`src/rtl/instruction_dump_pkg.sv`:
```
// Shared definitions for the instruction loader/dump pair: state encoding and
// the 6/6/4 chunk packing of a 16-bit instruction word.
package instruction_dump_pkg;

   typedef enum logic [2:0] {
      IDLE  = 3'd0,
      FETCH = 3'd1,
      WAIT  = 3'd2,
      SHOW0 = 3'd3,
      SHOW1 = 3'd4,
      SHOW2 = 3'd5,
      DONE  = 3'd6
   } state_t;

   localparam int CHUNK0_MSB = 15;
   localparam int CHUNK0_LSB = 10;
   localparam int CHUNK1_MSB = 9;
   localparam int CHUNK1_LSB = 4;
   localparam int CHUNK2_MSB = 3;
   localparam int CHUNK2_LSB = 0;

   localparam logic [1:0] CHUNK_IDX0 = 2'd0;
   localparam logic [1:0] CHUNK_IDX1 = 2'd1;
   localparam logic [1:0] CHUNK_IDX2 = 2'd2;

   // Zero-extended chunk as shown on the LEDs, same slicing the loader uses.
   function automatic logic [7:0] chunk_field(input logic [15:0] word, input logic [1:0] idx);
      logic [7:0] res;
      res = 8'h00;
      case (idx)
         CHUNK_IDX0: res = {2'b00, word[CHUNK0_MSB:CHUNK0_LSB]};
         CHUNK_IDX1: res = {2'b00, word[CHUNK1_MSB:CHUNK1_LSB]};
         CHUNK_IDX2: res = {4'b0000, word[CHUNK2_MSB:CHUNK2_LSB]};
         default:    res = 8'h00;
      endcase
      return res;
   endfunction

endpackage

```
`src/rtl/instruction_dump_button_pulse.sv`:
```
// Synchronizes a raw push-button into the clk domain and emits a single-cycle
// pulse on each rising edge; a held button produces only one pulse.
module button_pulse #(
   parameter int SYNC_STAGES = 2
) (
   input  logic clk,
   input  logic reset,
   input  logic raw,
   output logic pulse
);

   logic [SYNC_STAGES-1:0] sync_q;
   logic                   prev_q;

   always_ff @(posedge clk or negedge reset) begin
      if (!reset) begin
         sync_q <= '0;
         prev_q <= 1'b0;
         pulse  <= 1'b0;
      end else begin
         sync_q <= {sync_q[SYNC_STAGES-2:0], raw};
         prev_q <= sync_q[SYNC_STAGES-1];
         pulse  <= sync_q[SYNC_STAGES-1] & ~prev_q;
      end
   end

endmodule

```
`src/rtl/instruction_dump.sv`:
```
// Walks an address range of the instruction store and shows each word as three
// chunks, one per button press. Optional running XOR checksum: DUMP_CHECKSUM_EN.
module instruction_dump
   import instruction_dump_pkg::*;
#(
   parameter int ADDR_W      = 6,
   parameter int SYNC_STAGES = 2
) (
   input  logic              clk,
   input  logic              reset,
   input  logic              load,
   input  logic [ADDR_W-1:0] start_address,
   input  logic [ADDR_W-1:0] end_address,
   input  logic              step,
   output logic [ADDR_W-1:0] mem_addr,
   output logic              mem_rd_en,
   input  logic [15:0]       mem_data,
   output logic [7:0]        chunk_out,
   output logic [1:0]        chunk_idx,
   output logic [ADDR_W-1:0] word_addr,
   output logic              valid,
   output logic              done,
   output logic [15:0]       checksum
);

   state_t            state;
   logic [ADDR_W-1:0] cur_addr;
   logic [ADDR_W-1:0] end_q;
   logic [15:0]       word_q;
   logic              step_pulse;

   button_pulse #(.SYNC_STAGES(SYNC_STAGES)) u_step (
      .clk   (clk),
      .reset (reset),
      .raw   (step),
      .pulse (step_pulse)
   );

   assign mem_addr  = cur_addr;
   assign word_addr = cur_addr;

   // Presses outside SHOW0..SHOW2 simply fall through and are lost; load always wins.
   always_ff @(posedge clk or negedge reset) begin
      if (!reset) begin
         state     <= IDLE;
         cur_addr  <= '0;
         end_q     <= '0;
         word_q    <= '0;
         mem_rd_en <= 1'b0;
         chunk_out <= '0;
         chunk_idx <= '0;
         valid     <= 1'b0;
         done      <= 1'b0;
      end else begin
         mem_rd_en <= 1'b0;
         if (load) begin
            state     <= FETCH;
            cur_addr  <= start_address;
            end_q     <= end_address;
            mem_rd_en <= 1'b1;
            chunk_out <= '0;
            chunk_idx <= '0;
            valid     <= 1'b0;
            done      <= 1'b0;
         end else begin
            case (state)
               IDLE: ;
               FETCH: state <= WAIT;
               WAIT: begin
                  word_q    <= mem_data;
                  chunk_out <= chunk_field(mem_data, CHUNK_IDX0);
                  chunk_idx <= CHUNK_IDX0;
                  valid     <= 1'b1;
                  state     <= SHOW0;
               end
               SHOW0: if (step_pulse) begin
                  chunk_out <= chunk_field(word_q, CHUNK_IDX1);
                  chunk_idx <= CHUNK_IDX1;
                  state     <= SHOW1;
               end
               SHOW1: if (step_pulse) begin
                  chunk_out <= chunk_field(word_q, CHUNK_IDX2);
                  chunk_idx <= CHUNK_IDX2;
                  state     <= SHOW2;
               end
               SHOW2: if (step_pulse) begin
                  chunk_out <= '0;
                  chunk_idx <= '0;
                  valid     <= 1'b0;
                  if (cur_addr == end_q) begin
                     done  <= 1'b1;
                     state <= DONE;
                  end else begin
                     cur_addr  <= cur_addr + 1'b1;
                     mem_rd_en <= 1'b1;
                     state     <= FETCH;
                  end
               end
               DONE: ;
               default: state <= IDLE;
            endcase
         end
      end
   end

`ifdef DUMP_CHECKSUM_EN
   always_ff @(posedge clk or negedge reset) begin
      if (!reset) begin
         checksum <= '0;
      end else if (load) begin
         checksum <= '0;
      end else if (state == WAIT) begin
         checksum <= checksum ^ mem_data;
      end
   end
`else
   assign checksum = 16'h0000;
`endif

endmodule

```
`config.mk`:
```
export PLATFORM = sky130hd
export DESIGN_NAME = instruction_dump
export DESIGN_NICKNAME = d
export VERILOG_FILES = /design/src/rtl/instruction_dump_pkg.sv /design/src/rtl/instruction_dump_button_pulse.sv /design/src/rtl/instruction_dump.sv
export SDC_FILE = /design/constraint.sdc
export NUM_CORES = 1
export LEC_CHECK = 0
export ABC_AREA = 1
export CAP_MARGIN = 20
export CORE_MARGIN = 1
export CORE_UTILIZATION = 34
export DETAILED_ROUTE_END_ITERATION = 10
export SLEW_MARGIN = 20
export SYNTH_ARGS = -nofsm -noshare
export SYNTH_HDL_FRONTEND = slang
export SYNTH_HIERARCHICAL = 1
export SYNTH_SLANG_ARGS = --single-unit
```
`constraint.sdc`:
```
create_clock -name clk -period 1.59 [get_ports clk]
set_input_delay 0.318 -clock clk [delete_from_list [all_inputs] [get_ports clk]]
set_output_delay 0.318 -clock clk [all_outputs]
set_load 0.01 [all_outputs]
```
# ---- Word-level counts from Yosys, hierarchy flattened
# Index checks and enable logic that the tools add are counted.
dict set report word_totals {
  reg_bits 42
  in_bits 32
}
dict set report op_classes {
  n_addsub 1
  reduce_logical 13
  n_mux 31
  bitwise 3
  eq_ne 12
}
# cell n
set op_table {}
lappend op_table {{8-bit 2-to-1 mux} 4}
lappend op_table {{8-bit one-hot mux with 4 select lines} 1}
lappend op_table {{6-bit 2-to-1 mux} 4}
lappend op_table {{3-bit one-hot mux with 6 select lines} 1}
lappend op_table {{3-bit 2-to-1 mux} 5}
lappend op_table {{1-bit 2-to-1 mux} 10}
lappend op_table {{3-bit == test, second input constant} 3}
lappend op_table {{3-bit by 2-bit inequality test with 1-bit output, second input constant} 3}
lappend op_table {{2-bit 2-to-1 mux} 4}
lappend op_table {{2-bit one-hot mux with 4 select lines} 1}
lappend op_table {{4-bit AND reduction} 2}
lappend op_table {{6-bit by 1-bit adder with 6-bit output, second input constant} 1}
lappend op_table {{3-bit by 2-bit == test with 1-bit output, second input constant} 2}
lappend op_table {{6-bit == test} 1}
lappend op_table {{3-bit AND reduction} 2}
lappend op_table {{2-bit nonzero test} 3}
lappend op_table {{5-bit nonzero test} 1}
lappend op_table {{2-bit AND reduction} 2}
lappend op_table {{3-bit by 1-bit == test with 1-bit output, second input constant} 1}
lappend op_table {{3-bit logical NOT} 1}
lappend op_table {{3-bit nonzero test} 1}
lappend op_table {{2-bit by 1-bit inequality test with 1-bit output, second input constant} 1}
lappend op_table {{2-bit inequality test, second input constant} 1}
lappend op_table {{1-bit inverter} 2}
lappend op_table {{other kinds (3)} 3}

# ---- Logic depth before layout (Yosys ltp)
# Gate-level depths: netlist (run 1).
dict set report depth {
  ltp_word 5
  ltp_mapped 11
}

# ---- Modules after synthesis
# The synthesis (run 1) kept the hierarchy.
# mod area_each_um2 instances cells_per_inst
set modules_own_cells {}
lappend modules_own_cells {instruction_dump 2232.1 1 278}
lappend modules_own_cells {button_pulse 110.1 1 6}

# ---- Least setup slack after synthesis (run 1)
# OpenSTA, ideal clock, no wires.
dict set report synth_timing {
  kind {register -> register}
  start {register cur_addr[2], in the netlist mem_addr[2]}
  end {register cur_addr[0], in the netlist mem_addr[0]}
  slack_ps 290
  required_time_ps 1473
  stages_incl_launch_ff 10
  setup_time_ps 117
  t_arrival_ps 1182
  period_less_slack_ps 1300
  cell_sequence {dfrtp_1 -> buf_4 -> nand2_1 -> nand2_1 -> nor2_1 -> nand3_2 -> nand3_4 -> nand2_4 -> nand2_1 -> nand2_1}
}
dict set report synth_between {
  elab_chain_len 3
}
# element line
set synth_lines {}
lappend synth_lines {{start: declaration} instruction_dump.sv:27} ;# logic [ADDR_W-1:0] cur_addr;
lappend synth_lines {{start signal: assignment} instruction_dump.sv:58} ;# cur_addr <= start_address;
lappend synth_lines {{start signal: assignment} instruction_dump.sv:94} ;# cur_addr <= cur_addr + 1'b1;
lappend synth_lines {{6-bit == test} instruction_dump.sv:90} ;# if (cur_addr == end_q) begin
lappend synth_lines {{2-bit inequality test (no source line)} n/a}
lappend synth_lines {{3-bit AND reduction (no source line)} n/a}
# Every way passes these cells.
# A chain may end at the register's enable or synchronous reset.

# ---- Final worst setup path (run 1)
dict set report layout_timing {
  start {register cur_addr[1], in the netlist mem_addr[1]}
  end {output port word_addr[1]}
}
# element line
set layout_lines {}
lappend layout_lines {{end: declaration} instruction_dump.sv:20} ;# output logic [ADDR_W-1:0] word_addr,
# No word-level cell between the ends.

==> results of run 1 <==
-- timing repair --
item                       4_1_cts  5_1_grt
hold buffers                     1        0
hold endpoints to repair        17        0
setup endpoints to repair       12        0
resized for setup                4        0
setup buffers                    6        0
-- power breakdown --
group,internal (mW),leakage [nW],switching (mW)
Sequential,1.16,0.506,0.0857
Clock,0.354,0.0455,0.344
Combinational,0.395,1.03,0.326
Total,1.91,1.58,0.755
-- state kept, by name, summed over array words and instances (netlist names) --
signal	cells
u_step/sync_q	2
done	1
mem_rd_en	1
word_q	10
u_step/pulse	1
valid	1
end_q	6
u_step/prev_q	1
mem_addr	6
chunk_idx	2
state	3
chunk_out	6
-- stage by stage --
stage / utilization, % / std cells / setup TNS (ns) / hold WS (ns) / setup WS (ns)
global route: 47.7 / 429 / 0 / 0.385 / 0.00952
CTS: 47.7 / 429 / 0 / 0.356 / 0.0371
floorplan: - / 301 / 0 / 0.0224 / 0.290
finish: 47.7 / 429 / 0 / 0.353 / 0.0464
global placement: 45.4 / 414 / -1.63 / 0.280 / -0.103
detailed placement: 45.4 / 414 / -2.14 / 0.289 / -0.128
-- logic make-up (layout without fill, tap and decap cells) --
kind of cell,after synthesis,after routing,share of synthesized area [%]
multiplexers,9,9,5.45
AND/OR/NAND/NOR,158,158,32.7
other,1,18,0.160
adder cells (fa/ha/maj),2,2,1.07
flip-flops,40,40,42.7
XOR/XNOR,1,1,0.374
buffers and inverters,58,109,14.2
AO/OA/AOI/OAI,15,15,3.26
-- layout by cell type (no fill, tap or decap), drive strengths merged --
master,Yosys,layout
a31oi,1,1
nand4,6,6
mux2,9,9
nand2,108,108
buf,28,19
clkinv,1,1
o21ai,12,12
ha,2,2
conb,1,18
nand3,26,26
clkdlybuf4s50,0,53
a21oi,2,2
clkbuf,2,8
nor2,18,18
inv,27,27
xnor2,1,1
dlygate4sd3,0,1
dfrtp,40,40
-- worst max-delay path by stage --
stage                         to        start  slack, ns
floorplan            mem_addr[0]  mem_addr[2]       0.29
finish              word_addr[1]  mem_addr[1]       0.05
CTS                  mem_addr[0]  mem_addr[0]       0.04
global route         mem_addr[0]  mem_addr[0]       0.01
global placement       word_q[3]         load      -0.10
detailed placement     word_q[3]         load      -0.13
-- final cells by class --
cell class	instances	area share, %
tap	77	3.11
multi-input combinational	203	34.6
timing repair buffer	73	23.2
clock buffer	8	2.91
sequential	40	32.5
inverter	28	3.68
-- per-layer routing --
| metal | track usage [%] | vias up |
|---|---|---|
| met4 | 5.08 | 0 |
| met5 | 0 | - |
| li1 | - | 992 |
| met2 | 23.8 | 46 |
| met1 | 19.7 | 875 |
| met3 | 3.11 | 5 |
==> flow_metrics.tcl, run 1 <==
set metrics [dict create \
    hold_class "reg2reg" \
    worstPathCellList "clkdlybuf4s50_1" \
    multi_input_area_sq_um 1070 \
    worstSetupPathType "reg2out" \
    yosysWarnings 6 \
    rsz0062_at_grt "no" \
    ys_async_sr_fraction_pct 100 \
    cap_violations 0 \
    grt_antenna_before_repair 0 \
    gp_congestion 0.840 \
    path_clk_slew_ns 0.08 \
    r2r-end "mem_addr[3]" \
    cp.arrival_ns 1.23 \
    grt_max_degree 24 \
    synth-edff-count 0 \
    cp_max_fo 3 \
    ys_types 31 \
    gr-total-overflow 0 \
    num_io_pins 73 \
    critPathBufInv 1 \
    drt_iter0_markers 72 \
    nFillCells 624 \
    grt_usage_pct 14.7 \
    die_h_um 85 \
    max_stage_delay_ns 0.54 \
    detailedRoute.firstPassIterationCount 4 \
    status "completed" \
    wl_mm 4.85 \
    fin_skew_ns 0.00725 \
    syn_area_sq_um 2340 \
    htree_levels 2 \
    route.met2.wl_mm 2.23 \
    drive_above_1_share_pct 18.5 \
    ff_latch_area_sq_um 1010 \
    yosysMostFrequentCell "nand2_1" \
    clock.fmax_mhz 648 \
    wl_met1_mm 2.37 \
    synth_seq_cells 40 \
    wl_met3_um 176 \
    nets 385 \
    wl_per_cell_um 11.3 \
    fin_crit_sh_pct 97.1 \
    placed_area_sq_um 2950 \
    dp_hpwl_mm 3.67 \
    ys_seq_area_share_pct 42.7 \
    cp-start-kind "flop" \
    syn_avg_cell_area_sq_um 8.25 \
    power_mw 2.66 \
    cp_data_required_time_ns 1.27 \
    p_leak_nw 1.58 \
    peakVddDrop_mv 0.409 \
    portBuffers 54 \
    synth_top_flop_cell "dfrtp_1" \
    top_layer_used "met4" \
    cts_tree "done" \
    syn_inst 284 \
    insertedDiodeCount 0 \
    min_path_cells 0 \
    crit_path_top_delay_cell "clkdlybuf4s50_1" \
    cp.depth 1 \
    cts_root_buf "clkbuf_8" \
    reg2reg_depth 9 \
    die_w_um 85 \
    final_area_sq_um 3100 \
    hold_end "u_step/sync_q[1]" \
    synth_top_area_share_pct 42.7 \
    synth.area.top_cells "dfrtp_1, nand2_1, buf_4" \
    min_period_ns 1.54 \
    clock_sinks 40 \
    viasPerCell 4.47 \
    clockBufferDepth 2 \
    synthTopCellsByCount "nand2_1, dfrtp_1, buf_4" \
    route.detailed.drc 0 \
    via_count 1918 \
    grt_pass1_vias 1827 \
    clk-insertion-delay-late_ns 0.29 \
    min_from "u_step/sync_q[0]" \
    postRouteAntennaNets 0 \
    maxSlewViolCount 0 \
    crit_family "buffers and inverters" \
    hold_violations 0 \
    rows 29 \
    start_util_pct 36.1 \
    core_area_sq_um 6490 \
    yosysTopAreaCell "dfrtp_1" \
    end_kind "output pin" \
    grt_pass1_wl_mm 8.31 \
    area_delta_synth_final_pct 32.2 \
    die-area_sq_um 7230 \
    power_density_nw_per_um2 859 \
    ff2ff_setup_slack_ns 0.14 \
    cts_buffers 5 \
    setup_violations 0 \
    regToRegStartpoint "mem_addr[4]" \
]
Power figures use the tool's default switching activity.
==> run 2: changes to the inputs <==
--- a/config.mk
+++ b/config.mk
@@ -10,6 +10,7 @@
 export CORE_MARGIN = 1
 export CORE_UTILIZATION = 34
 export DETAILED_ROUTE_END_ITERATION = 10
+export RECOVER_POWER = 50
 export SLEW_MARGIN = 20
 export SYNTH_ARGS = -nofsm -noshare
 export SYNTH_HDL_FRONTEND = slang
==> run 2 against run 1 <==
Against the previous run: count of clock-buffer cells in the layout did not move; fmax rose by 0.16%; hold slack did not move; setup slack improved by 0.0025 ns; power barely moved; flip-flop and latch count did not move; via count rose by 0.10%; first-iteration DRC count rose by 1.4%; global-route usage did not move.
==> flow_metrics.tcl, run 2 (same netlist as run 1, synthesis figures left out) <==
set metrics [dict create \
    status "completed" \
    drt_iter0_markers 73 \
    area_delta_synth_final_pct 32.1 \
    drive_above_1_share_pct 18.2 \
    crit_path_top_delay_cell "clkdlybuf4s50_1" \
    hold_class "reg2reg" \
    hold_violations 0 \
    p_leak_nw 1.58 \
    via_count 1920 \
    gp_congestion 0.840 \
    path_clk_slew_ns 0.08 \
    portBuffers 54 \
    cp-start-kind "flop" \
    clockBufferDepth 2 \
    min_period_ns 1.54 \
    cp_max_fo 3 \
    viasPerCell 4.48 \
    dp_hpwl_mm 3.67 \
    gr-total-overflow 0 \
    route.detailed.drc 0 \
    worstSetupPathType "reg2out" \
    final_core_util_pct 47.6 \
    wl_mm 4.85 \
    grt_antenna_before_repair 0 \
    num_io_pins 73 \
    cp.arrival_ns 1.22 \
    placed_area_sq_um 2950 \
    final_cell_mix "nand2_1, clkdlybuf4s50_1, dfrtp_1" \
    wl_per_cell_um 11.3 \
    rows 29 \
    nFillCells 626 \
    cts_tree "done" \
    detailedRoute.firstPassIterationCount 4 \
    critPathBufInv 1 \
    clock.fmax_mhz 649 \
    clock_sinks 40 \
    grt_pass1_wl_mm 8.31 \
    die_w_um 85 \
    fin_crit_sh_pct 96.9 \
    regMostFlops "word_q" \
    setup_violations 0 \
    setup_ws_ns 0.0489 \
    cp_data_required_time_ns 1.27 \
    cts_buffers 5 \
    end_kind "output pin" \
    grt_max_degree 24 \
    die_h_um 85 \
    cts_root_buf "clkbuf_8" \
    clk-insertion-delay-late_ns 0.29 \
    grt_usage_pct 14.7 \
    maxSlewViolCount 0 \
    power_density_nw_per_um2 860 \
    tightest_slew_ns 1.06 \
    max_stage_delay_ns 0.54 \
    pre_cts_ws_ns -0.128 \
    peakVddDrop_mv 0.409 \
    ff2ff_setup_slack_ns 0.13 \
    postRouteAntennaNets 0 \
    htree_levels 2 \
    insertedDiodeCount 0 \
    worstPathCellList "clkdlybuf4s50_1" \
    cap_violations 0 \
    crit_family "buffers and inverters" \
    rsz0062_at_grt "no" \
    final_common_cell "nand2_1" \
    largest_reg_flops 10 \
    start_util_pct 36.1 \
    die-area_sq_um 7230 \
    slew_headroom_pct 29.2 \
    nets 385 \
    grt_pass1_vias 1827 \
    core_area_sq_um 6490 \
    fin_skew_ns 0.00723 \
    whs_ns 0.353 \
    final_area_sq_um 3090 \
]
[run 2: cell count changes in the layout (fill, tap and decap cells not counted)]
cell / previous run / this run
buf_4: 15 / 13
buf_2: 1 / 0
clkbuf_1: 2 / 3
clkbuf_2: 0 / 1
clkbuf_4: 0 / 1
clkdlybuf4s50_1: 53 / 52
dlygate4sd3_1: 1 / 2
[run 2: worst paths after layout]
| path | start | to | depth (start not counted) |
|---|---|---|---|
| worst max-delay path | mem_addr[1] | word_addr[1] | 1 |
| worst max register to register | mem_addr[4] | mem_addr[2] | 9 |
| max in group asynchronous | reset | mem_addr[4] | 3 |
| min in group asynchronous | reset | end_q[0] | 2 |
| worst min register to register | u_step/sync_q[0] | u_step/sync_q[1] | 0 |
| worst min-delay path | u_step/sync_q[0] | u_step/sync_q[1] | 0 |
[run 2: final cells by class]
| type | count | area [sq um] | share of cell area, % |
|---|---|---|---|
| clock buffers | 8 | 90.1 | 2.91 |
| flip-flops and latches | 40 | 1010 | 32.5 |
| inverters | 28 | 114 | 3.68 |
| well taps | 77 | 96.3 | 3.11 |
| repair buffers | 73 | 714 | 23.1 |
| multi-input cells | 203 | 1070 | 34.7 |
[run 2: metrics by stage]
stage	total power [mW]	instances	TNS [ns]
after floorplan	1.70	301	0
after global placement	1.94	414	-1.63
after detailed placement	1.95	414	-2.14
after CTS	2.70	429	0
after global routing	2.83	429	0
final	2.66	429	0
[run 2: metal layers]
metal / vias to the layer above / wire length, um / track usage (%) / share of wire [%]
li1: 992 / - / - / -
met1: 877 / 2370 / 19.7 / 49
met2: 46 / 2230 / 23.8 / 46
met3: 5 / 176 / 3.11 / 3.6
met4: 0 / 66 / 5.08 / 1.4
met5: - / 0 / 0 / 0
[run 2: timing repair]
item | CTS | global route
hold endpoints to repair | 17 | 0
hold buffers | 1 | 0
buffers inserted | 6 | 0
endpoints found under the setup margin | 12 | 0
resized for setup | 4 | 0
[run 2: power by group]
part	switching [mW]	internal (mW)	leakage (nW)	total (mW)
Sequential	0.0857	1.16	0.506	1.24
Combinational	0.326	0.393	1.03	0.718
Clock	0.344	0.354	0.0455	0.698
Total	0.755	1.90	1.58	2.66
==> run 3: changes to the inputs <==
--- a/config.mk
+++ b/config.mk
@@ -5,10 +5,11 @@
 export SDC_FILE = /design/constraint.sdc
 export NUM_CORES = 1
 export LEC_CHECK = 0
-export ABC_AREA = 1
+export ABC_CLOCK_PERIOD_IN_PS = 1590
 export CAP_MARGIN = 20
 export CORE_MARGIN = 1
 export CORE_UTILIZATION = 34
+export CTS_CLUSTER_SIZE = 24
 export DETAILED_ROUTE_END_ITERATION = 10
 export RECOVER_POWER = 50
 export SLEW_MARGIN = 20
==> run 3 against run 2 <==
Against the previous run: via count grew 2.7%; sequential share of layout area shrank 1.4 points; hold slack gained 0.0012 ns.
==> flow_metrics.tcl, run 3 <==
set metrics [dict create \
    status "completed" \
    worstPathCellList "clkdlybuf4s50_1" \
    synth_seq_cells 40 \
    placed_cells 365 \
    end_kind "output pin" \
    peakVddDrop_mv 0.398 \
    ys_types 49 \
    syn_avg_cell_area_sq_um 10.1 \
    syn_area_sq_um 2260 \
    grt_pass1_vias 1776 \
    clockBufferDepth 2 \
    clock.fmax_mhz 648 \
    power_mw 3.10 \
    cts_buffers 5 \
    drive_above_1_share_pct 27.7 \
    largest_reg_flops 10 \
    grt_antenna_before_repair 0 \
    maxSlewViolCount 0 \
    placed_area_sq_um 2950 \
    power_density_nw_per_um2 960 \
    grt_pass1_wl_mm 8.67 \
    core_area_sq_um 6390 \
    rows 29 \
    cp-start-kind "flop" \
    wl_mm 5.48 \
    cts_tree "done" \
    gr-total-overflow 0 \
    min_period_ns 1.54 \
    setup_ws_ns 0.0466 \
    area_delta_synth_final_pct 42.7 \
    postRouteAntennaNets 0 \
    synthTopCellsByCount "dfrtp_1, buf_4, mux2_2" \
    whs_ns 0.354 \
    crit_family "buffers and inverters" \
    die-area_sq_um 6980 \
    synth.area.top_cells "dfrtp_1, buf_4, mux2_2" \
    fin_crit_sh_pct 97.1 \
    p_leak_nw 1.40 \
    setup_violations 0 \
    yosysMostFrequentCell "dfrtp_1" \
    critPathBufInv 1 \
    synth-edff-count 0 \
    ys_seq_area_share_pct 44.2 \
    worstSetupPathType "reg2out" \
    ys_async_sr_fraction_pct 100 \
    start_util_pct 35.4 \
    num_io_pins 73 \
    synth_top_flop_cell "dfrtp_1" \
    fin_skew_ns 0.00888 \
    syn_inst 224 \
    path_clk_slew_ns 0.07 \
    cap_violations 0 \
    final_cell_count_no_fill 384 \
    nets 341 \
    portBuffers 54 \
    final_cell_mix "clkdlybuf4s50_1, buf_4, dfrtp_1" \
    tightest_slew_ns 0.558 \
    nFillCells 594 \
    crit_path_top_delay_cell "clkdlybuf4s50_1" \
    pre_cts_ws_ns -0.0942 \
    hold_class "reg2reg" \
    gp_congestion 0.853 \
    grt_usage_pct 15.4 \
    wl_per_cell_um 14.3 \
    insertedDiodeCount 0 \
    die_h_um 83.6 \
    yosysWarnings 6 \
    clock_sinks 40 \
    route.detailed.drc 0 \
    viasPerCell 5.14 \
    cp_max_fo 3 \
    die_w_um 83.6 \
    finalSetupTns_ns 0 \
    slew_headroom_pct 62.8 \
    detailedRoute.firstPassIterationCount 4 \
    via_count 1972 \
    grt.met1_usage_pct 21.2 \
    synth_top_area_share_pct 44.2 \
    final_core_util_pct 50.5 \
    grt_max_degree 41 \
    regMostFlops "word_q" \
    final_area_sq_um 3230 \
    yosysTopAreaCell "dfrtp_1" \
    max_stage_delay_ns 0.55 \
    hold_violations 0 \
    cts_root_buf "clkbuf_8" \
    htree_levels 2 \
    busiest_layer "met2" \
    drt_iter0_markers 137 \
    cp.arrival_ns 1.23 \
    use_met2_pct 23.6 \
    dp_hpwl_mm 3.85 \
    met3_usage_pct 3.96 \
    clk-insertion-delay-late_ns 0.30 \
    cp_data_required_time_ns 1.27 \
]
[run 3: cell count changes in the layout (fill, tap and decap cells not counted), sizes merged, moves of 12 or more]
cell,previous run,this run
clkdlybuf4s50,52,39
nand3,26,13
a21oi,2,15
inv,27,5
dlygate4sd2,0,12
nand2,108,12
buf,16,41
[run 3: cells by family after synthesis]
group	share of synthesized area [%]
buffers and inverters	12.0
multiplexers	8.41
other	0.166
adder cells (fa/ha/maj)	1.11
flip-flops	44.2
XOR/XNOR	3.04
AND/OR/NAND/NOR	15.0
AO/OA/AOI/OAI	16.0
[run 3: cell type report]
type / instances / area [sq um] / share of cell area, %
multi-input combinational: 158 / 1140 / 35.3
sequential: 40 / 1000 / 31.1
timing repair buffer: 97 / 840 / 26.0
tap: 77 / 96.3 / 2.98
clock buffer: 5 / 68.8 / 2.13
clock inverter: 2 / 60.1 / 1.86
inverter: 5 / 18.8 / 0.581
[run 3: final timing paths]
kind                             startpoint                to  cells past startpoint  slack (ns)
max                                   valid             valid                      1        0.05
min                        u_step/sync_q[0]  u_step/sync_q[1]                      0        0.35
max reg2reg                     mem_addr[3]          state[0]                      5        0.07
min reg2reg                u_step/sync_q[0]  u_step/sync_q[1]                      0        0.35
max in group asynchronous             reset          state[1]                      3        0.52
min in group asynchronous             reset       mem_addr[3]                      3        0.64
[run 3: what timing repair did]
item / CTS / global route
hold buffers: 1 / 0
hold endpoints to repair: 40 / 0
resized for setup: 14 / 20
endpoints found under the setup margin: 26 / 23
pin swaps: 0 / 2
buffers inserted: 4 / 6
gates cloned: 0 / 1
[run 3: metal layers]
layer  part of all wire, %  up-vias
li1                      -      937
met4                   1.1        0
met5                     0        -
met2                    48       84
met3                   6.5        7
met1                    44      944
[run 3: power breakdown]
group	internal, mW	switching [mW]	total, mW
registers	1.17	0.0958	1.26
logic	0.473	0.387	0.861
clock network	0.618	0.357	0.975
total	2.26	0.840	3.10
